$ cat src/rtl/alu_serial_ctrl_if.sv
// Handshake and data bundle between the requester (register file / control
// FSM) and the bit-serial ALU sequencer.
//
// Handshake: the requester raises start with op/A/B valid for one cycle; the
// request is taken only while the sequencer is idle (busy=0, done=0). busy
// stays high while bits are being processed. done pulses for one cycle when
// result and flags become valid, and they hold until the next accepted start.
// err pulses for one cycle when a start carried an illegal op.
interface alu_serial_ctrl_if #(
  parameter int WIDTH = 64
);
  logic             start;
  logic [2:0]       op;
  logic [WIDTH-1:0] A;
  logic [WIDTH-1:0] B;
  logic             busy;
  logic             done;
  logic [WIDTH-1:0] result;
  logic             negative;
  logic             zero;
  logic             overflow;
  logic             carry_out;
  logic             err;

  modport master (
    output start, op, A, B,
    input  busy, done, result, negative, zero, overflow, carry_out, err
  );

  modport slave (
    input  start, op, A, B,
    output busy, done, result, negative, zero, overflow, carry_out, err
  );
endinterface

$ cat src/rtl/alu_serial_ctrl.sv
// Bit-serial ALU sequencer: one 1-bit slice is fed LSB-first for WIDTH cycles,
// the inter-bit carry lives in a flop, and the result is assembled by shifting
// slice outputs in from the MSB side.
module alu_serial_ctrl #(
  parameter int WIDTH = 64
) (
  input  logic               clk,
  input  logic               reset,
  alu_serial_ctrl_if.slave   bus,
  output logic [1:0]         state_dbg
);

  localparam int             CW   = $clog2(WIDTH);
  localparam logic [CW-1:0]  LAST = CW'(WIDTH - 1);

  typedef enum logic [1:0] {
    S_IDLE = 2'd0,
    S_RUN  = 2'd1,
    S_DONE = 2'd2
  } state_e;

  state_e           state_q, state_d;
  logic [WIDTH-1:0] a_sh_q, a_sh_d;
  logic [WIDTH-1:0] b_sh_q, b_sh_d;
  logic [2:0]       op_q, op_d;
  logic             carry_q, carry_d;
  logic [CW-1:0]    count_q, count_d;
  logic [WIDTH-1:0] result_q, result_d;
  logic             neg_q, neg_d;
  logic             zero_q, zero_d;
  logic             ovf_q, ovf_d;
  logic             cout_q, cout_d;
  logic             err_q, err_d;

  logic             slice_out;
  logic             slice_cout;
  logic             b_eff;
  logic             arith;
  logic             op_legal;

  // One bit slice; op[0] inverts B for subtract (carry-in is preset to 1).
  always_comb begin
    slice_out  = 1'b0;
    slice_cout = 1'b0;
    b_eff      = b_sh_q[0] ^ op_q[0];
    arith      = (op_q == 3'b010) || (op_q == 3'b011);
    case (op_q)
      3'b000: slice_out = b_sh_q[0];
      3'b010,
      3'b011: begin
        slice_out  = a_sh_q[0] ^ b_eff ^ carry_q;
        slice_cout = (a_sh_q[0] & b_eff) | (carry_q & (a_sh_q[0] ^ b_eff));
      end
      3'b100: slice_out = a_sh_q[0] & b_sh_q[0];
      3'b101: slice_out = a_sh_q[0] | b_sh_q[0];
      3'b110: slice_out = a_sh_q[0] ^ b_sh_q[0];
      default: slice_out = 1'b0;
    endcase
  end

  assign op_legal = (bus.op != 3'b001) && (bus.op != 3'b111);

  // Next-state and datapath updates for the IDLE/RUN/DONE sequencer.
  always_comb begin
    state_d  = state_q;
    a_sh_d   = a_sh_q;
    b_sh_d   = b_sh_q;
    op_d     = op_q;
    carry_d  = carry_q;
    count_d  = count_q;
    result_d = result_q;
    neg_d    = neg_q;
    zero_d   = zero_q;
    ovf_d    = ovf_q;
    cout_d   = cout_q;
    err_d    = 1'b0;
    case (state_q)
      S_IDLE: begin
        if (bus.start) begin
          if (op_legal) begin
            a_sh_d   = bus.A;
            b_sh_d   = bus.B;
            op_d     = bus.op;
            carry_d  = bus.op[0];
            count_d  = '0;
            result_d = '0;
            neg_d    = 1'b0;
            zero_d   = 1'b0;
            ovf_d    = 1'b0;
            cout_d   = 1'b0;
            state_d  = S_RUN;
          end else begin
            err_d = 1'b1;
          end
        end
      end
      S_RUN: begin
        result_d = {slice_out, result_q[WIDTH-1:1]};
        carry_d  = slice_cout;
        a_sh_d   = a_sh_q >> 1;
        b_sh_d   = b_sh_q >> 1;
        count_d  = count_q + CW'(1);
        if (count_q == LAST) begin
          // carry_q here is the carry into the MSB; compare with carry out.
          neg_d   = result_d[WIDTH-1];
          zero_d  = (result_d == '0);
          cout_d  = arith & slice_cout;
          ovf_d   = arith & (carry_q ^ slice_cout);
          state_d = S_DONE;
        end
      end
      S_DONE: state_d = S_IDLE;
      default: state_d = S_IDLE;
    endcase
  end

  // State register; reset wins over any start in the same cycle.
  always_ff @(posedge clk) begin
    if (reset) begin
      state_q  <= S_IDLE;
      a_sh_q   <= '0;
      b_sh_q   <= '0;
      op_q     <= '0;
      carry_q  <= 1'b0;
      count_q  <= '0;
      result_q <= '0;
      neg_q    <= 1'b0;
      zero_q   <= 1'b0;
      ovf_q    <= 1'b0;
      cout_q   <= 1'b0;
      err_q    <= 1'b0;
    end else begin
      state_q  <= state_d;
      a_sh_q   <= a_sh_d;
      b_sh_q   <= b_sh_d;
      op_q     <= op_d;
      carry_q  <= carry_d;
      count_q  <= count_d;
      result_q <= result_d;
      neg_q    <= neg_d;
      zero_q   <= zero_d;
      ovf_q    <= ovf_d;
      cout_q   <= cout_d;
      err_q    <= err_d;
    end
  end

  assign bus.busy      = (state_q == S_RUN);
  assign bus.done      = (state_q == S_DONE);
  assign bus.result    = result_q;
  assign bus.negative  = neg_q;
  assign bus.zero      = zero_q;
  assign bus.overflow  = ovf_q;
  assign bus.carry_out = cout_q;
  assign bus.err       = err_q;
  assign state_dbg     = state_q;

endmodule
$ cat src/flat_wrapper.sv
// flat-port wrapper written by rule: the top's interface ports become plain ports
module alu_serial_ctrl_flat 
#(
  parameter int WIDTH = 64
)
  (clk, reset, state_dbg, bus_start, bus_op, bus_A, bus_B, bus_busy, bus_done, bus_result, bus_negative, bus_zero, bus_overflow, bus_carry_out, bus_err);
  alu_serial_ctrl_if #(.WIDTH(WIDTH)) bus_i ();
  input  logic clk;
  input  logic reset;
  output logic [1:0] state_dbg;
  input wire logic [$bits(bus_i.start)-1:0] bus_start;
  input wire logic [$bits(bus_i.op)-1:0] bus_op;
  input wire logic [$bits(bus_i.A)-1:0] bus_A;
  input wire logic [$bits(bus_i.B)-1:0] bus_B;
  output wire logic [$bits(bus_i.busy)-1:0] bus_busy;
  output wire logic [$bits(bus_i.done)-1:0] bus_done;
  output wire logic [$bits(bus_i.result)-1:0] bus_result;
  output wire logic [$bits(bus_i.negative)-1:0] bus_negative;
  output wire logic [$bits(bus_i.zero)-1:0] bus_zero;
  output wire logic [$bits(bus_i.overflow)-1:0] bus_overflow;
  output wire logic [$bits(bus_i.carry_out)-1:0] bus_carry_out;
  output wire logic [$bits(bus_i.err)-1:0] bus_err;
  assign bus_i.start = bus_start;
  assign bus_i.op = bus_op;
  assign bus_i.A = bus_A;
  assign bus_i.B = bus_B;
  assign bus_busy = bus_i.busy;
  assign bus_done = bus_i.done;
  assign bus_result = bus_i.result;
  assign bus_negative = bus_i.negative;
  assign bus_zero = bus_i.zero;
  assign bus_overflow = bus_i.overflow;
  assign bus_carry_out = bus_i.carry_out;
  assign bus_err = bus_i.err;
  alu_serial_ctrl #(.WIDTH(WIDTH)) u_core (.clk(clk), .reset(reset), .bus(bus_i), .state_dbg(state_dbg));
endmodule
$ cat config.mk
export PLATFORM = sky130hd
export DESIGN_NAME = alu_serial_ctrl_flat
export DESIGN_NICKNAME = d
export VERILOG_FILES = /design/src/rtl/alu_serial_ctrl_if.sv /design/src/rtl/alu_serial_ctrl.sv /design/src/flat_wrapper.sv
export SDC_FILE = /design/constraint.sdc
export NUM_CORES = 1
export LEC_CHECK = 0
export CAP_MARGIN = 15
export CORE_UTILIZATION = 53
export DETAILED_ROUTE_END_ITERATION = 7
export PLACE_DENSITY = 0.85
export RECOVER_POWER = 100
export SYNTH_ARGS = -nofsm -noshare
export SYNTH_HDL_FRONTEND = slang
export SYNTH_SLANG_ARGS = --single-unit
$ cat constraint.sdc
create_clock -name clk -period 5.4 [get_ports clk]
set_clock_uncertainty 0.1 [all_clocks]
set_input_delay 1.08 -clock clk [delete_from_list [all_inputs] [get_ports clk]]
set_output_delay 1.08 -clock clk [all_outputs]
set_load 0.01 [all_outputs]
=== Word-level counts from Yosys, hierarchy flattened ===
Index checks and enable logic that the tools add are counted.

* Register bits after elaboration: 209
* Bits in latches: 0
* Memory bits (writable): 0
* Memory bits (read-only): 0
* Input bits: 134
* Output and inout bits: 73
* Logic and storage cells: 84
* Memories: 0

* Add/sub/neg operators: 1
* $mul: 0
* Divide/modulo/power cells: 0
* Order comparisons: 0
* Equal/unequal tests: 13
* Shifts and indexed selects: 0
* Muxes and demuxes: 32
* Bitwise logic cells: 14
* Reductions and logical operators: 12

{| class="wikitable"
|+ Operators by type and width
! cell !! count
|-
| 2-to-1 mux 64 bit || 6
|-
| case mux 64 bit (2 select lines) || 3
|-
| zero test 64 bit || 1
|-
| 2-to-1 mux 6 bit || 2
|-
| case mux 6 bit (2 select lines) || 1
|-
| 2-to-1 mux 1 bit || 10
|-
| case mux 1 bit (2 select lines) || 5
|-
| == test 3 bit (second input constant) || 3
|-
| AND reduction 3 bit || 3
|-
| adder 6 x 1 -> 6 bit (second input constant) || 1
|-
| == test 3 x 2 -> 1 bit (second input constant) || 2
|-
| == test 6 bit (second input constant) || 1
|-
| 2-to-1 mux 2 bit || 3
|-
| AND 1 bit || 5
|-
| case mux 1 bit (5 select lines) || 1
|-
| XOR 1 bit || 5
|-
| != test 2 x 1 -> 1 bit (second input constant) || 2
|-
| case mux 2 bit (2 select lines) || 1
|-
| AND reduction 4 bit || 1
|-
| zero test 3 bit || 1
|-
| != test 3 x 1 -> 1 bit (second input constant) || 1
|-
| != test 3 bit (second input constant) || 1
|-
| OR reduction 3 bit || 1
|-
| == test 2 x 1 -> 1 bit (second input constant) || 1
|-
| other kinds (9) || 11
|}

=== Depth between registers and ports, before layout ===
* Depth in word-level cells: 9
* Depth in mapped cells: 7
* Depth with buffers taken out: 7

=== Worst setup path after synthesis ===
OpenSTA, ideal clock, no wires.

* Path type: input -> register
* Start point: input port bus_start
* End point: register u_core.ovf_q (netlist: u_core.bus.overflow)
* Setup time: 0.071 ns
* Arrival time: 2.346 ns
* Required time: 5.229 ns
* Path slack: 2.883 ns
* Stages on the path: 5
* Path buffers: 0
* Path through: or3b_4 -> a21oi_4 -> nor2_2 -> or4_1 -> a21oi_1

* Cells in the longest elaborated chain, start to end: 2

{| class="wikitable"
|+ Ends and longest elaborated chain
! item !! line !! RTL
|-
| from (decl) || flat_wrapper.sv:11 || <nowiki>input wire logic [$bits(bus_i.start)-1:0] bus_start;</nowiki>
|-
| != test 2 bit (no line) || -- ||
|-
| AND reduction 4 bit (no line) || -- ||
|-
| to (signal assigned) || alu_serial_ctrl.sv:142 || <nowiki>ovf_q <= ovf_d;</nowiki>
|-
| to (decl) || alu_serial_ctrl.sv:31 || <nowiki>logic ovf_q, ovf_d;</nowiki>
|}

Every way passes these cells.
A chain may end at the register's enable or synchronous reset.

=== Final worst setup path ===
* Start point: input port bus_op[1]
* End point: register u_core.result_q[44] (netlist: u_core.bus.result[44])

* Cells in the longest elaborated chain, start to end: 4
* Elaborated cells between the ends (all ways): 5
* Classes of those cells: eq/ne (3); reduce/logical (2)

{| class="wikitable"
|+ Ends and longest elaborated chain
! item !! line !! RTL
|-
| from (decl) || flat_wrapper.sv:12 || <nowiki>input wire logic [$bits(bus_i.op)-1:0] bus_op;</nowiki>
|-
| != test 3 x 1 -> 1 bit / != test 3 bit (equally long branches) || alu_serial_ctrl.sv:61 || <nowiki>assign op_legal = (bus.op != 3'b001) && (bus.op != 3'b111);</nowiki>
|-
| logical AND 1 bit (*) || alu_serial_ctrl.sv:61 ||
|-
| != test 2 x 1 -> 1 bit (no line) (*) || -- ||
|-
| AND reduction 3 bit (no line) (*) || -- ||
|-
| to (signal assigned) || alu_serial_ctrl.sv:139 || <nowiki>result_q <= result_d;</nowiki>
|-
| to (decl) || alu_serial_ctrl.sv:28 || <nowiki>logic [WIDTH-1:0] result_q, result_d;</nowiki>
|}

Mark *: on every way between the ends. The rest lies on a longest branch, timed or not.

==> run metrics <==
EDFF count, synth 0; CP Class in2reg; Final Hold Vio Count 0; initial core utilization 55.1%; critical-path maximum fanout 66; Post-CTS Setup Bufs 0; R2R depth 5; Congestion Overflow GR 0; I/O pins 207; WP data arrival 4.47 ns; Num CTS Buffers 21; RSZ-0062 raised after global routing no; Via density 5.68; top_reg_cell synth dfxtp_1; FFs w/ async S/R, synth 0%; largest net degree at the start of global routing 109; Sw Share 26.6%; outcome finished with violations; Post-Syn Area per Cell 8.19 um^2; setup TNS 0 ns; vias 7993; initial antenna violation count 0; per-cell routed wire length 15.8 um; fillers 1236; worst vdd ir 244 uV; First DRT Iteration DRCs 706; GP Congestion 0.783; # hold bufs at CTS 0; Hold Crit Class reg2reg; clk_lat worst skew 0.49 ns; synthesis-to-layout area growth 31.9%; Die X-Extent 129 um; Placed Instances 1369; CTS tree built; crit end category flop; layout cells sized above 1 4.18%; post-DP HPWL 13.7 mm; Floorplan Core Area 0.0154 mm^2; Syn. warnings 0; CTS Sinks 209; row cnt 45; WL final 22.1 mm; Die H 129 um; total power 3.79 mW; hold_ws 0.367 ns; Data required, critical path 5.72 ns; Slew HR -64.8%; Netlist cell types 43; final max-slew violation count 61; Routed Antenna Nets 0; max_cap viols 1; hold depth 2; Flop pwr share 46.0%; failing checks max-capacitance violations, max-slew violations; post-CTS sizing 0; sequential element share of the synthesized area 49.2%; Clk pwr share 38.4%; Leakage 4.42 nW; DRC 0; Max Clk Rate 241 MHz; fin nets 1319; sw power 1.01 mW; Syn Std Cell Area 0.00850 mm^2; Clock Tree Buf Depth 3; die area 0.0166 mm^2; combinational share of power 15.5%; utilization after layout 72.7%; antenna diode count 0; Worst-path clk slew 0.06 ns; Cells after Synth 1038; GR Util All Layers 26.2%; min cycle time layout 4.14 ns; power density cells 338 mW/mm^2; final std cells w/o fill 1406; router iterations before antenna repair 4; first-pass GRT wire length 35.6 mm; Pint 2.78 mW; Slew @ Worst Pin 2.47 ns; # setup viols final 0; period utilization 76.7%; Clock H-tree levels 1; IO buf count 206; root buf cell clkbuf_16; vias in the first global route 7429; Seq cells post-synth 209; Setup crit start kind input pin; Syn Nets 1176
==> cells by family (layout without fill, tap and decap cells) <==
logic type | count (synthesis) | in the layout | synth area share [%]
buffers and inverters | 100 | 257 | 4.78
muxes | 3 | 3 | 0.353
AOI/OAI and AO/OA | 213 | 213 | 20.8
and+or+nand+nor | 505 | 505 | 23.6
DFF | 209 | 209 | 49.2
adders and majority gates | 4 | 4 | 0.677
xor gates and xnor gates | 4 | 4 | 0.500
==> final cells by class <==
cell class,instances,area (um^2),area share (%)
sequential,209,4180,37.3
inverter,6,27.5,0.245
clock buffer,29,596,5.31
tap,211,264,2.35
timing repair buffer,214,2140,19.1
clock inverter,8,93.8,0.837
multi-input combinational,729,3910,34.9
==> synth_stat cells, drive strengths merged (4+ instances only) <==
master | instances | area [um^2]
dfxtp | 209 | 4180
nor2 | 204 | 768
nand2 | 259 | 972
clkbuf | 65 | 244
a22oi | 66 | 495
nor4 | 16 | 100
nor3 | 6 | 35.0
a311oi | 126 | 1100
inv | 6 | 22.5
a211oi | 4 | 30.0
buf | 29 | 140
==> sequential cells by signal, summed over array words and instances (netlist names), 2 cells and up <==
signal,count
u_core.b_sh_q,64
u_core.a_sh_q,64
u_core.op_q,3
u_core.bus.result,64
u_core.count_q,6
u_core.state_dbg,2
==> per-stage QoR <==
step                setup WS (ns)  cell area [um^2]
floorplan                    2.88              8500
global placement             1.84             10600
detailed placement           1.69             10600
CTS                          1.60             11200
global route                0.921             11200
finish                       1.26             11200
==> metal layers <==
| metal | global-route usage [%] | wire length [um] | up-vias |
|---|---|---|---|
| met2 | 42.6 | 10200 | 260 |
| li1 | - | - | 3951 |
| met1 | 35.0 | 9790 | 3741 |
| met5 | 0 | 0 | - |
| met3 | 5.41 | 1590 | 41 |
| met4 | 7.96 | 526 | 0 |
==> cell usage in the layout (no fill, tap or decap), drive strengths merged, types with 3 or more instances in the layout <==
cell type and n:
clkdlybuf4s50 132, nand4 3, dfxtp 209, a211oi 4, a21oi 3, dlygate4sd3 73
nand3 3, nor3 6, a311oi 126, ha 3, nand2b 3, a22oi 66
or3 3, or4 3, clkbuf 31, nor2 204, inv 7, mux2i 3
nand2 259, nor4 16, buf 7, clkinv 5
==> worst max-delay path, stage by stage <==
cell and delay [ns]:
dlygate4sd3_1 0.58, xnor2_1 0.40, a21boi_0 0.29, o21ai_0 0.62
clkbuf_2 1.07, a22oi_1 0.22, nor2_1 0.17
==> path summary, 6_finish.rpt <==
check        slack [ns]           startpoint               endpoint
min                0.37    u_core.b_sh_q[51]      u_core.b_sh_q[50]
max reg2reg        2.50  u_core.state_dbg[0]      u_core.a_sh_q[58]
max                1.26            bus_op[1]  u_core.bus.result[44]
min reg2reg        0.37    u_core.b_sh_q[51]      u_core.b_sh_q[50]
==> power groups by stage <==
stage / logic, mW / registers [mW] / clock network, mW
CTS: 0.593 / 1.74 / 1.48
detailed placement: 0.586 / 1.77 / 0
global placement: 0.571 / 1.77 / 0
finish: 0.588 / 1.74 / 1.46
floorplan: 0.406 / 1.76 / 0
global route: 0.655 / 1.76 / 1.56
(Power assumes the default switching activity.)
==> variant 1 (same flow settings) <==
`WIDTH` is set to 64 in 3 places; all go to 128.
--- a/src/rtl/alu_serial_ctrl_if.sv
+++ b/src/rtl/alu_serial_ctrl_if.sv
@@ -8,5 +8,5 @@
 // err pulses for one cycle when a start carried an illegal op.
 interface alu_serial_ctrl_if #(
-  parameter int WIDTH = 64
+  parameter int WIDTH = 128
 );
   logic             start;
--- a/src/rtl/alu_serial_ctrl.sv
+++ b/src/rtl/alu_serial_ctrl.sv
@@ -3,5 +3,5 @@
 // slice outputs in from the MSB side.
 module alu_serial_ctrl #(
-  parameter int WIDTH = 64
+  parameter int WIDTH = 128
 ) (
   input  logic               clk,
--- a/src/flat_wrapper.sv
+++ b/src/flat_wrapper.sv
@@ -2,5 +2,5 @@
 module alu_serial_ctrl_flat 
 #(
-  parameter int WIDTH = 64
+  parameter int WIDTH = 128
 )
   (clk, reset, state_dbg, bus_start, bus_op, bus_A, bus_B, bus_busy, bus_done, bus_result, bus_negative, bus_zero, bus_overflow, bus_carry_out, bus_err);
Ports: changed (resized bus_A, bus_B and bus_result); port bits go from 207 to 399. The function was not compared with the original's and may differ.
==> variant 1 against the original RTL <==
The run still ends with max-capacitance violations, max-slew violations left; critical path depth is 4 lower; setup slack worse by 0.025 ns; design area is 88% higher; cell count is 72% higher; largest power group unchanged; sequential cell count is 193 higher; count of clock-buffer cells in the layout is 33 higher; power is 83% higher; wire length is 100% higher; sequential share of layout area is 0.89 points higher; synthesized area is 85% higher; combinational power is 40% higher.
==> variant 1: results (changes against the original RTL) <==
vias in the first global route=13.2k (+78%); Post-Syn Nets=1947 (+66%); # nets final=2270 (+72%); Slew HR=-37.4% (+27 points); status=finished with violations; hold endpoint=u_core.a_sh_q[60]; Slew Viols, Final=73 (+20%); Fill cells=2064 (+67%); R2R Path End=u_core.a_sh_q[111]; DRT Pass-1 Iters=6 (+2); max incr delay on CP=1.20 ns (+0.13 ns); hold_sp=u_core.a_sh_q[60]; worst reg2reg startpoint=u_core.state_dbg[1]; initial antenna violation count=3 (+3); port bufs=398 (+93%); violated checks=max-capacitance violations, max-slew violations; count of maximum capacitance violations=2 (+1); reg2reg setup slack=1.28 ns (-1.22 ns); hpwl dp=30000 microns (+120%); WHS=0.351 ns (-0.0155 ns); GRT Total Usage=28.3% (+2.1 points); synth top area cells=dfxtp_1, mux2i_1, o21ai_0; Worst-Skew Late Latency=0.52 ns (+0.03 ns); 1st-iter DRT viols=1054 (+49%); Post-Route WL=44800 microns (+100%); first-pass GRT wire length=69700 microns (+96%); number of CTS-inserted buffers=41 (+95%); top cell types by occurrence after synthesis=dfxtp_1, nand2_1, mux2i_1, o21ai_0, nor2_1; Max Fanout on Critical Path=24 (-64%); VDD IR max=229 uV (-6.1%)
variant 1: area by class of cell:
cell class | instances | area (sq um) | share of cell area (%)
clock inverter | 11 | 88.8 | 0.422
inverter | 6 | 25.0 | 0.119
sequential | 402 | 8050 | 38.2
timing repair buffer | 410 | 4120 | 19.6
antenna | 3 | 7.51 | 0.0356
clock buffer | 62 | 1270 | 6.02
multi-input combinational | 1143 | 7030 | 33.4
tap | 384 | 480 | 2.28
variant 1: how the worst max path moves through the flow:
stage / from / end / slack (ns) / cells past startpoint
floorplan: bus_op[2] / u_core.bus.result[54] / 2.94 / 7
global placement: bus_op[2] / u_core.b_sh_q[113] / 1.72 / 7
detailed placement: bus_op[2] / u_core.b_sh_q[122] / 1.68 / 7
CTS: u_core.state_dbg[0] / bus_busy / 1.92 / 3
global route: u_core.state_dbg[1] / u_core.a_sh_q[70] / 0.97 / 5
finish: u_core.state_dbg[1] / bus_busy / 1.23 / 3
variant 1: cell families (layout without fill, tap and decap cells):
kind of cell | count (synthesis) | in the layout | share of synthesized area, %
AO/OA/AOI/OAI | 403 | 403 | 15.3
XOR/XNOR | 7 | 7 | 0.438
adder cells (fa/ha/maj) | 4 | 4 | 0.367
buffers and inverters | 136 | 489 | 3.97
flip-flops | 402 | 402 | 51.2
multiplexers | 258 | 258 | 16.4
other | 0 | 3 | 0
AND/OR/NAND/NOR | 471 | 471 | 12.3
variant 1: worst max-delay path: cells and delay by family, from the launching register on:
family	cells	cell delay [ns]
buffers and inverters	2	0.65
DFF	1	0.61
and+or+nand+nor	1	1.20
variant 1: per-stage QoR:
stage	utilization [%]	power, mW	area (sq um)	std cells	setup WS (ns)
floorplan	-	3.81	15700	1681	2.94
global placement	68.2	4.10	19700	2345	1.72
detailed placement	68.2	4.14	19700	2345	1.68
CTS	72.9	6.94	21100	2418	1.92
global route	72.8	7.17	21100	2421	0.968
finish	72.8	6.91	21100	2421	1.23
variant 1: per-layer routing:
| metal | track usage, % | part of all wire, % |
|---|---|---|
| met5 | 0 | 0 |
| met4 | 9.25 | 2.9 |
| met3 | 7.55 | 8.4 |
| met2 | 48.7 | 48 |
| met1 | 34.2 | 40 |
variant 1: power groups by stage:
| stage | logic (mW) | clock network, mW | registers (mW) |
|---|---|---|---|
| after floorplan | 0.522 | 0 | 3.29 |
| after global placement | 0.794 | 0 | 3.31 |
| after detailed placement | 0.817 | 0 | 3.32 |
| after CTS | 0.824 | 2.86 | 3.26 |
| after global routing | 0.895 | 2.99 | 3.28 |
| final | 0.823 | 2.83 | 3.26 |
==> variant 2 (config.mk and constraints unchanged) <==
Without the edit above. Reset style: asynchronous (`reset`), changed in one clocked block.
--- a/src/rtl/alu_serial_ctrl.sv
+++ b/src/rtl/alu_serial_ctrl.sv
@@ -116,5 +116,5 @@
 
   // State register; reset wins over any start in the same cycle.
-  always_ff @(posedge clk) begin
+  always_ff @(posedge clk or posedge reset) begin
     if (reset) begin
       state_q  <= S_IDLE;
Formal check against the unedited RTL: differs if reset is asserted again (counterexample within 4 cycles, from zero or initial values and one cycle with reset high); with reset held inactive, the same outputs for 10 cycles.
==> variant 2 against the original RTL <==
The run still ends with max-capacitance violations, max-slew violations left; wire length fell by 8.2%; setup slack got worse by 0.12 ns; sequential cell count stayed put; design area rose by 6.2%; cell count down 13%; power is 5.9% lower; synthesized area rose by 6.5%; largest power group unchanged; highest routed layer unchanged.
==> variant 2: results (changes against the original RTL) <==
predominant post-synthesis flop cell=dfrtp_1; pre-CTS setup slack=1.85 ns (+0.159 ns); number of CTS-inserted buffers=23 (+9.5%); VDD IR max=245 uV (+0.74%); status=finished with violations; 1st-iter DRT viols=418 (-41%); hold endpoint=u_core.b_sh_q[53]; first-pass GRT wire length=33500 microns (-5.9%); asr flop ratio synth=100% (+100 points); worst reg2reg startpoint=u_core.state_dbg[0]; max incr delay on CP=1.68 ns (+0.61 ns); Slew Viols, Final=537 (+780%); initial antenna violation count=1 (+1); share of cells above drive strength 1=4.68% (+0.50 points); synth top area cells=dfrtp_1, mux2i_1, a22o_1; Post-Route WL=20300 microns (-8.2%); reg2reg setup slack=2.18 ns (-0.32 ns); vias in the first global route=6655 (-10%); minimum clock period=4.26 ns (+0.117 ns); CP arrival=4.41 ns (-0.06 ns); Slew HR=-59.8% (+5.1 points); LEAKAGE=5.23 nW (+18%); DRT Pass-1 Iters=5 (+1); Fill cells=1218 (-1.5%); count of maximum capacitance violations=5 (+4); Max Fanout on Critical Path=151 (+130%); # nets final=1128 (-14%); Crit. Startpoint=bus_op[2]; routability cong.=0.793 (+1.4%); violated checks=max-capacitance violations, max-slew violations; sequential-to-total area share from yosys stat=57.8% (+8.5 points); top cell types by occurrence after synthesis=dfrtp_1, nand2_1, mux2i_1, o21ai_0, a22o_1
[variant 2: through the flow]
step / hold slack [ns] / area (sq um) / util [%] / instances
after global placement: 0.360 / 11200 / 67.4 / 1185
after detailed placement: 0.370 / 11200 / 67.4 / 1185
after global routing: 0.405 / 11900 / 71.6 / 1224
after CTS: 0.383 / 12000 / 71.9 / 1224
after floorplan: 0.349 / 9060 / - / 810
final: 0.377 / 11900 / 71.6 / 1225
[variant 2: tightest hold or removal path, delay by kind of cell (launching register included)]
| kind | cells | cell delay [ns] |
|---|---|---|
| AOI/OAI and AO/OA | 1 | 0.06 |
| DFF | 1 | 0.33 |
| and+or+nand+nor | 1 | 0.05 |
[variant 2: where the power goes]
group / internal (mW) / switching (mW) / leakage (nW)
combinational: 0.195 / 0.119 / 2.05
clock: 0.925 / 0.642 / 0.370
sequential: 1.62 / 0.0636 / 2.81
total: 2.74 / 0.824 / 5.23
[variant 2: logic make-up after synthesis]
family          share of synthesized area [%]
buf+inv                                  3.32
compound gates                           15.0
mux                                      14.1
xor+xnor                                0.663
flops                                    57.8
simple gates                             8.54
fa+ha+maj                               0.636
[variant 2: cell type report]
cell class	instances	share of cell area, %
clock buffers	27	5.21
repair buffers	213	17.6
diodes	1	0.0210
inverters	8	0.273
well taps	220	2.31
multi-input cells	535	29.5
clock inverters	12	1.18
flip-flops and latches	209	43.9
[variant 2: routing by layer]
| metal | share of wire [%] | global-route usage (%) | vias to the layer above | wire length, microns |
|---|---|---|---|---|
| met5 | 0 | 0 | - | 0 |
| met4 | 1.9 | 6.13 | 0 | 395 |
| met3 | 7.8 | 6.36 | 32 | 1580 |
| met2 | 45 | 36.4 | 213 | 9110 |
| met1 | 45 | 33.2 | 3191 | 9240 |
| li1 | - | - | 3240 | - |
